## config.mk

```make
export PLATFORM = sky130hd
export DESIGN_NAME = lc3_mem_ctrl
export DESIGN_NICKNAME = d
export VERILOG_FILES = /design/src/rtl/lc3_mem_ctrl.sv
export SDC_FILE = /design/constraint.sdc
export NUM_CORES = 1
export LEC_CHECK = 0
export CAP_MARGIN = 20
export CORE_ASPECT_RATIO = 0.6
export CORE_UTILIZATION = 43
export CTS_CLUSTER_SIZE = 40
export DETAILED_ROUTE_END_ITERATION = 12
export PLACE_DENSITY_LB_ADDON = 0.15
export SYNTH_ARGS = -nofsm -noshare
export SYNTH_HDL_FRONTEND = slang
export SYNTH_SLANG_ARGS = --single-unit
```

## constraint.sdc

```tcl
create_clock -name clock -period 9.9 [get_ports clock]
set_input_delay 1.485 -clock clock [delete_from_list [all_inputs] [get_ports clock]]
set_output_delay 1.485 -clock clock [all_outputs]
set_load 0.005 [all_outputs]
```

## src/rtl/lc3_mem_ctrl.sv

```systemverilog
`timescale 1ns/1ps
// LC-3 memory controller: a three-state request FSM in front of a synchronous RAM,
// with the keyboard/display registers decoded in the 0xFE00-0xFFFF window.
module lc3_mem_ctrl #(
    parameter int DATA_WIDTH = 16,
    parameter int ADDR_WIDTH = 16
) (
    input  logic                  clock,
    input  logic                  reset,
    input  logic                  req_valid,
    input  logic                  req_write,
    input  logic [15:0]           req_addr,
    input  logic [15:0]           req_wdata,
    output logic                  req_ready,
    output logic                  resp_valid,
    output logic [15:0]           resp_rdata,
    output logic                  ram_read,
    output logic                  ram_write,
    output logic [ADDR_WIDTH-1:0] ram_address,
    output logic [DATA_WIDTH-1:0] ram_in_data,
    input  logic [DATA_WIDTH-1:0] ram_out_data,
    input  logic                  kb_valid,
    input  logic [7:0]            kb_char,
    input  logic                  disp_ready,
    output logic                  disp_valid,
    output logic [7:0]            disp_char
);

    localparam logic [1:0] IDLE    = 2'd0;
    localparam logic [1:0] ACCESS  = 2'd1;
    localparam logic [1:0] CAPTURE = 2'd2;

    localparam logic [15:0] KBSR_ADDR = 16'hFE00;
    localparam logic [15:0] KBDR_ADDR = 16'hFE02;
    localparam logic [15:0] DSR_ADDR  = 16'hFE04;
    localparam logic [15:0] DDR_ADDR  = 16'hFE06;

    logic [1:0]  state;
    logic [15:0] lat_addr;
    logic        lat_write;
    logic [7:0]  lat_char;
    logic        kb_full;
    logic [7:0]  kb_data;

    logic        accept;
    logic        in_access;
    logic        in_capture;
    logic        kbdr_read;
    logic        ddr_write;
    logic        kb_load;
    logic [15:0] rd_value;

    function automatic logic is_mmio(input logic [15:0] addr);
        return addr[15:9] == 7'h7F;
    endfunction

    assign req_ready  = !reset && (state == IDLE);
    assign accept     = req_valid && req_ready;
    assign in_access  = (state == ACCESS);
    assign in_capture = (state == CAPTURE);

    // Strobes are gated by reset so a write caught mid-ACCESS never commits.
    assign ram_read  = !reset && in_access && !is_mmio(lat_addr) && !lat_write;
    assign ram_write = !reset && in_access && !is_mmio(lat_addr) && lat_write;

    assign kbdr_read = in_capture && !lat_write && (lat_addr == KBDR_ADDR);
    assign ddr_write = in_capture && lat_write && (lat_addr == DDR_ADDR);
    assign kb_load   = kb_valid && (!kb_full || kbdr_read);

    always_comb begin
        rd_value = 16'h0000;
        if (!is_mmio(lat_addr)) begin
            rd_value = 16'(ram_out_data);
        end else begin
            case (lat_addr)
                KBSR_ADDR: rd_value = {kb_full, 15'b0};
                KBDR_ADDR: rd_value = {8'h00, kb_data};
                DSR_ADDR:  rd_value = {disp_ready, 15'b0};
                default:   rd_value = 16'h0000;
            endcase
        end
    end

    always_ff @(posedge clock) begin
        if (reset) begin
            state <= IDLE;
        end else begin
            case (state)
                IDLE:    if (accept) state <= ACCESS;
                ACCESS:  state <= CAPTURE;
                CAPTURE: state <= IDLE;
                default: state <= IDLE;
            endcase
        end
    end

    always_ff @(posedge clock) begin
        if (accept) begin
            lat_addr  <= req_addr;
            lat_write <= req_write;
            lat_char  <= req_wdata[7:0];
        end
    end

    // RAM address/data only move on a RAM accept, so they hold between accesses.
    always_ff @(posedge clock) begin
        if (reset) begin
            ram_address <= '0;
            ram_in_data <= '0;
        end else if (accept && !is_mmio(req_addr)) begin
            ram_address <= ADDR_WIDTH'(req_addr);
            ram_in_data <= DATA_WIDTH'(req_wdata);
        end
    end

    always_ff @(posedge clock) begin
        if (reset) begin
            resp_valid <= 1'b0;
            resp_rdata <= 16'h0000;
            disp_valid <= 1'b0;
            disp_char  <= 8'h00;
        end else begin
            resp_valid <= in_capture;
            disp_valid <= ddr_write && disp_ready;
            if (in_capture && !lat_write) resp_rdata <= rd_value;
            if (ddr_write && disp_ready) disp_char <= lat_char;
        end
    end

    // A KBDR read frees the slot at its capture edge, so a coincident key is kept.
    always_ff @(posedge clock) begin
        if (reset) begin
            kb_full <= 1'b0;
            kb_data <= 8'h00;
        end else if (kb_load) begin
            kb_full <= 1'b1;
            kb_data <= kb_char;
        end else if (kbdr_read) begin
            kb_full <= 1'b0;
        end
    end

endmodule
```

* After elaboration in Yosys (flattened, before gate mapping)
Index checks and enable logic that the tools add are counted.
** Operators by class
- Mux-type cells :: 6
- Reduce and logical (&&, ||, !) cells :: 21
- Eq/ne operators :: 9
** Operator list (count)
- $eq A16 B16 Y1 const B :: 4
- $pmux W16 S3 :: 1
- $mux W16 :: 1
- $eq A7 B7 Y1 const B :: 2
- $logic_and A1 B1 Y1 :: 13
- $logic_not A1 Y1 :: 5
- $pmux W2 S2 :: 1
- $eq A2 B1 Y1 const B :: 1
- $eq A2 B2 Y1 const B :: 1
- $logic_not A2 Y1 :: 1
- $mux W1 :: 2
- $mux W2 :: 1
- $ne A2 B2 Y1 const B :: 1
- $reduce_bool A2 Y1 :: 1
- $logic_or A1 B1 Y1 :: 1
** Storage, ports and cells
- Bits in registers :: 94
- Logic and storage cells :: 48
- Input bits :: 62
- Output and inout bits :: 61

* Logic depth before layout (Yosys ltp)
- Depth after elaboration :: 6
- Gate-level depth with buffers :: 6
- Gate-level depth less buffers :: 4

* Worst setup path before layout
OpenSTA, ideal clock, no wires.
- Kind :: input -> register
- Start point :: input port reset
- End point :: register ram_address[7]
- Stages :: 5
- Path buffers :: 1
- Path slack :: 4.211 ns
- Arrival :: 5.561 ns
- Setup time :: 0.128 ns
- Required time :: 9.772 ns
- Cells stage by stage :: nor4b_1 o21ai_1 buf_2 mux2i_1 nor2_1
** Between the ends
- Word-level cells in the longest chain between the ends :: 4
** Ends and longest elaborated chain
- from (decl) :: RTL line 9 : input logic reset,
- $logic_not A1 Y1 :: RTL line 57 : assign req_ready = !reset && (state == IDLE);
- $logic_and A1 B1 Y1 :: RTL line 57
- $logic_and A1 B1 Y1 :: RTL line 58 : assign accept = req_valid && req_ready;
- $logic_and A1 B1 Y1 :: RTL line 110 : end else if (accept && !is_mmio(req_addr)) begin
- to (signal assigned) :: RTL line 111 : ram_address <= ADDR_WIDTH'(req_addr);
- to (decl) :: RTL line 19 : output logic [ADDR_WIDTH-1:0] ram_address,
Several ways; a longest one is shown, not always the timed one.
A chain may end at the register's enable or synchronous reset.

* Final worst setup path
- Start point :: input port reset
- End point :: output port ram_read
** Between the ends
- Word-level cells in the longest chain between the ends :: 4
** Ends and longest elaborated chain
- $logic_not A1 Y1 :: RTL line 63 : assign ram_read = !reset && in_access && !is_mmio(lat_addr) && !lat_write;
- $logic_and A1 B1 Y1 (3 in a row) :: RTL line 63
- to (decl) :: RTL line 17 : output logic ram_read,
Every way passes these cells.

==> metrics.md <==
| Metric | Value |
|---|---|
| Worst r2r src | lat_addr[7]$_DFFE_PP_ |
| Post-synthesis sequential area ratio | between 60% and 70% |
| Cell area after layout | 5130 um^2 |
| Layout area overhead | 46.6% |
| DR vias | around 2700 |
| Row count | 25 |
| Crit path DAT | 3080 ps |
| Nature of the critical path endpoint | output port |
| First DRT Iteration DRCs | between 150 and 200 |
| Max Buffers Root-to-Sink | 2 |
| Diodes inserted | 0 |
| CP startpoint | reset |
| Final hold vios | 0 |
| Tmin final | between 4000 and 5000 ps |
| Hold buffers post-CTS | 0 |
| Flop2flop setup slack | about 7700 ps |
| Hold Startpoint | resp_rdata[9]$_SDFFE_PP0P_ |
| Largest net degree at the start of global routing | 80 |
| CTS clk-pin slew, worst paths | about 60 ps |
| Max Slew Vio Count | 0 |
| Yosys Warn Count | 0 |
| Slew at the pin closest to its max-slew limit | 769 ps |
| Required @ worst endpoint | between 8000 and 9000 ps |
| Remaining routing DRC violations | 0 |
| Post-Route Setup TNS | 0 ps |
| Status | completed |
| Drt wl/cell | roughly 15 um |
| Initial antenna violation count | 0 |
| Total wire length | approximately 8.3 mm |
| Area of the die | ~8500 um^2 |
| Post-DRT Antenna Nets | 0 |
| Mapped Area | about 3500 um^2 |
| VDD IR max | 0.100 mV |
| Cells after Synth | between 300 and 400 |
| Fillcell total | 669 |
| Critical path class | in2out |
| Post-layout util | between 60% and 70% |
| DP HPWL | just under 6 mm |
| Initial Util | about 44% |
| Max Fclk | 219 MHz |
| Die Ht | ~70 um |
| Drt pass-1 iters | 4 |
| Worst reg2reg endpoint | disp_char[3]$_SDFFE_PP0P_ |
| I/O pin cnt | 123 |
| Hold path cells | 2 |
| Reg area | about 2100 um^2 |
| Hold/Removal Path Class | reg2reg |
| # clock sinks | 94 |
| First-pass GRT wire length | between 10 and 15 mm |
| H-tree levels | 3 |
| Clock Skews | just over 7 ps |
| Commonest non-fill, non-tap cell in the layout | clkdlybuf4s50_1 |
| Critical path's largest stage delay | around 510 ps |
| Vias per cell | slightly above 5 |
| #FFs+latches synth | between 90 and 100 |
| Leakage power | just under 0.002 uW |
| Slew margin rel. | roughly half |
| Peak fanout along the critical path | ~80 |
| Number of port buffers | around 120 |
| Unrepaired setup endpoints after global routing | no |
| Final period util | between 40% and 50% |
| Area of the multi-input gates | around 1300 um^2 |
| Layout cells sized above 1 | a little under 7% |
| Root Driver | clkbuf_16 |
| Fin nets | roughly 500 |
| Reg2Reg Depth | 4 |
| CTS resizes | 0 |
| GRT Total Usage | between 20% and 30% |
| CP Cell Sequence | buf_2, buf_4, nor3b_1, nand2_1, nor2_1, clkdlybuf4s50_1 |
| # Post-CTS Setup Buffers | 0 |
| CTS buffer count | 9 |
| Final setup vio count | 0 |
| Vias in the first global route | approximately 2600 |
| Placed cell area | between 4000 and 5000 um^2 |
| Hold WS | 458 ps |
| Distinct cells, synth | 32 |
| Hold EP | resp_rdata[9]$_SDFFE_PP0P_ |
| Die width | 118 um |
| Max_cap viols | 0 |
| Most frequent cells in the layout | 121 x clkdlybuf4s50_1, 69 x dfxtp_1, 45 x nor2_1 |
| CTS tree | yes |
| Power per Cell Area | about 170 nW/um^2 |
| Slowest CP cell | clkdlybuf4s50_1 |
| Core area | roughly 8000 um^2 |
| Total gr overflow | 0 |
| Overall power | between 800 and 900 uW |
| Crit path launch type | input pin |
| Syn Area/Cell | around 11 um^2 |
| Worst-Skew Late Latency | approximately 340 ps |
| Routability cong. | between 0.7 and 0.8 |
| Syn Nets | ~370 |
-- worst max-delay path by stage --
stage,endpoint,slack (ps),cells after the start
after floorplan,ram_address[7]$_SDFFE_PP0P_,4210,5
after global placement,ram_write,5440,5
after detailed placement,ram_read,5350,6
after CTS,ram_read,5340,6
after global routing,ram_read,5220,6
final,ram_read,5330,6
-- flip-flops by register name, summed over array words and instances, names as in the netlist --
name         count
state            2
ram_address     16
disp_char        8
disp_valid       1
resp_rdata      16
kb_data          8
ram_in_data     16
lat_addr        16
lat_char         8
kb_full          1
resp_valid       1
lat_write        1
-- cell usage after synthesis --
library cell | number | area share (%)
nand4_1 | 2 | 0.36
or4_4 | 1 | 0.32
o31ai_2 | 1 | 0.36
inv_1 | 3 | 0.32
nand4b_1 | 1 | 0.25
and3_1 | 1 | 0.18
nand2_1 | 8 | 0.86
nor2_2 | 1 | 0.18
nor3_1 | 9 | 1.3
o21ai_1 | 4 | 0.57
or2_2 | 3 | 0.54
or4b_1 | 1 | 0.29
edfxtp_1 | 25 | 21
or4_1 | 3 | 0.64
nand3_1 | 18 | 2.6
or3_1 | 1 | 0.18
nor2_1 | 45 | 4.8
nor4_4 | 2 | 1.2
or2_0 | 1 | 0.18
nor3b_1 | 1 | 0.21
a211oi_1 | 1 | 0.21
nand2b_1 | 17 | 3.0
a221oi_1 | 9 | 2.3
a21oi_1 | 17 | 2.4
clkbuf_1 | 14 | 1.5
mux2i_1 | 40 | 11
buf_2 | 4 | 0.57
o21ai_0 | 5 | 0.72
a31oi_4 | 1 | 0.61
dfxtp_1 | 69 | 40
nand4_2 | 1 | 0.36
nor4b_1 | 2 | 0.50
-- cell type report --
cell class / count / area share, %
sequential: 94 / 41.6
multi-input combinational: 196 / 25.3
timing repair buffer: 125 / 24.2
clock buffer: 13 / 5.30
tap: 108 / 2.64
clock inverter: 3 / 0.781
inverter: 3 / 0.220
-- through the flow --
step,worst slack (ps),std cells
global placement,5440,526
finish,5330,542
floorplan,4210,311
CTS,5340,542
global route,5220,542
detailed placement,5350,526
-- power breakdown --
group          switching (uW)  internal [uW]
Sequential               8.75            411
Combinational            31.6           49.5
Clock                     134            217
-- routing by layer --
| layer | track usage, % | wire length (um) | share of wire, % | vias up |
|---|---|---|---|---|
| met5 | 0 | 0 | 0 | - |
| met3 | 9.55 | 729 | 8.8 | 2 |
| li1 | - | - | - | 1340 |
| met1 | 27.3 | 4060 | 49 | 1285 |
| met4 | 5.91 | 25 | 0.30 | 0 |
| met2 | 29.0 | 3470 | 42 | 103 |
-- worst max-delay path, delay by kind of cell --
| kind | cells | cell delay (ps) |
|---|---|---|
| buffers and inverters | 3 | 950 |
| AND/OR/NAND/NOR | 3 | 620 |
-- kinds of logic (layout without fill, tap and decap cells) --
group	count (synthesis)	after routing	share of synthesized area (%)
mux	40	40	11.5
compound gates	38	38	7.16
flops	94	94	61.0
buf+inv	21	144	2.40
simple gates	118	118	18.0
Note: power is estimated with default switching activity, not from simulation.
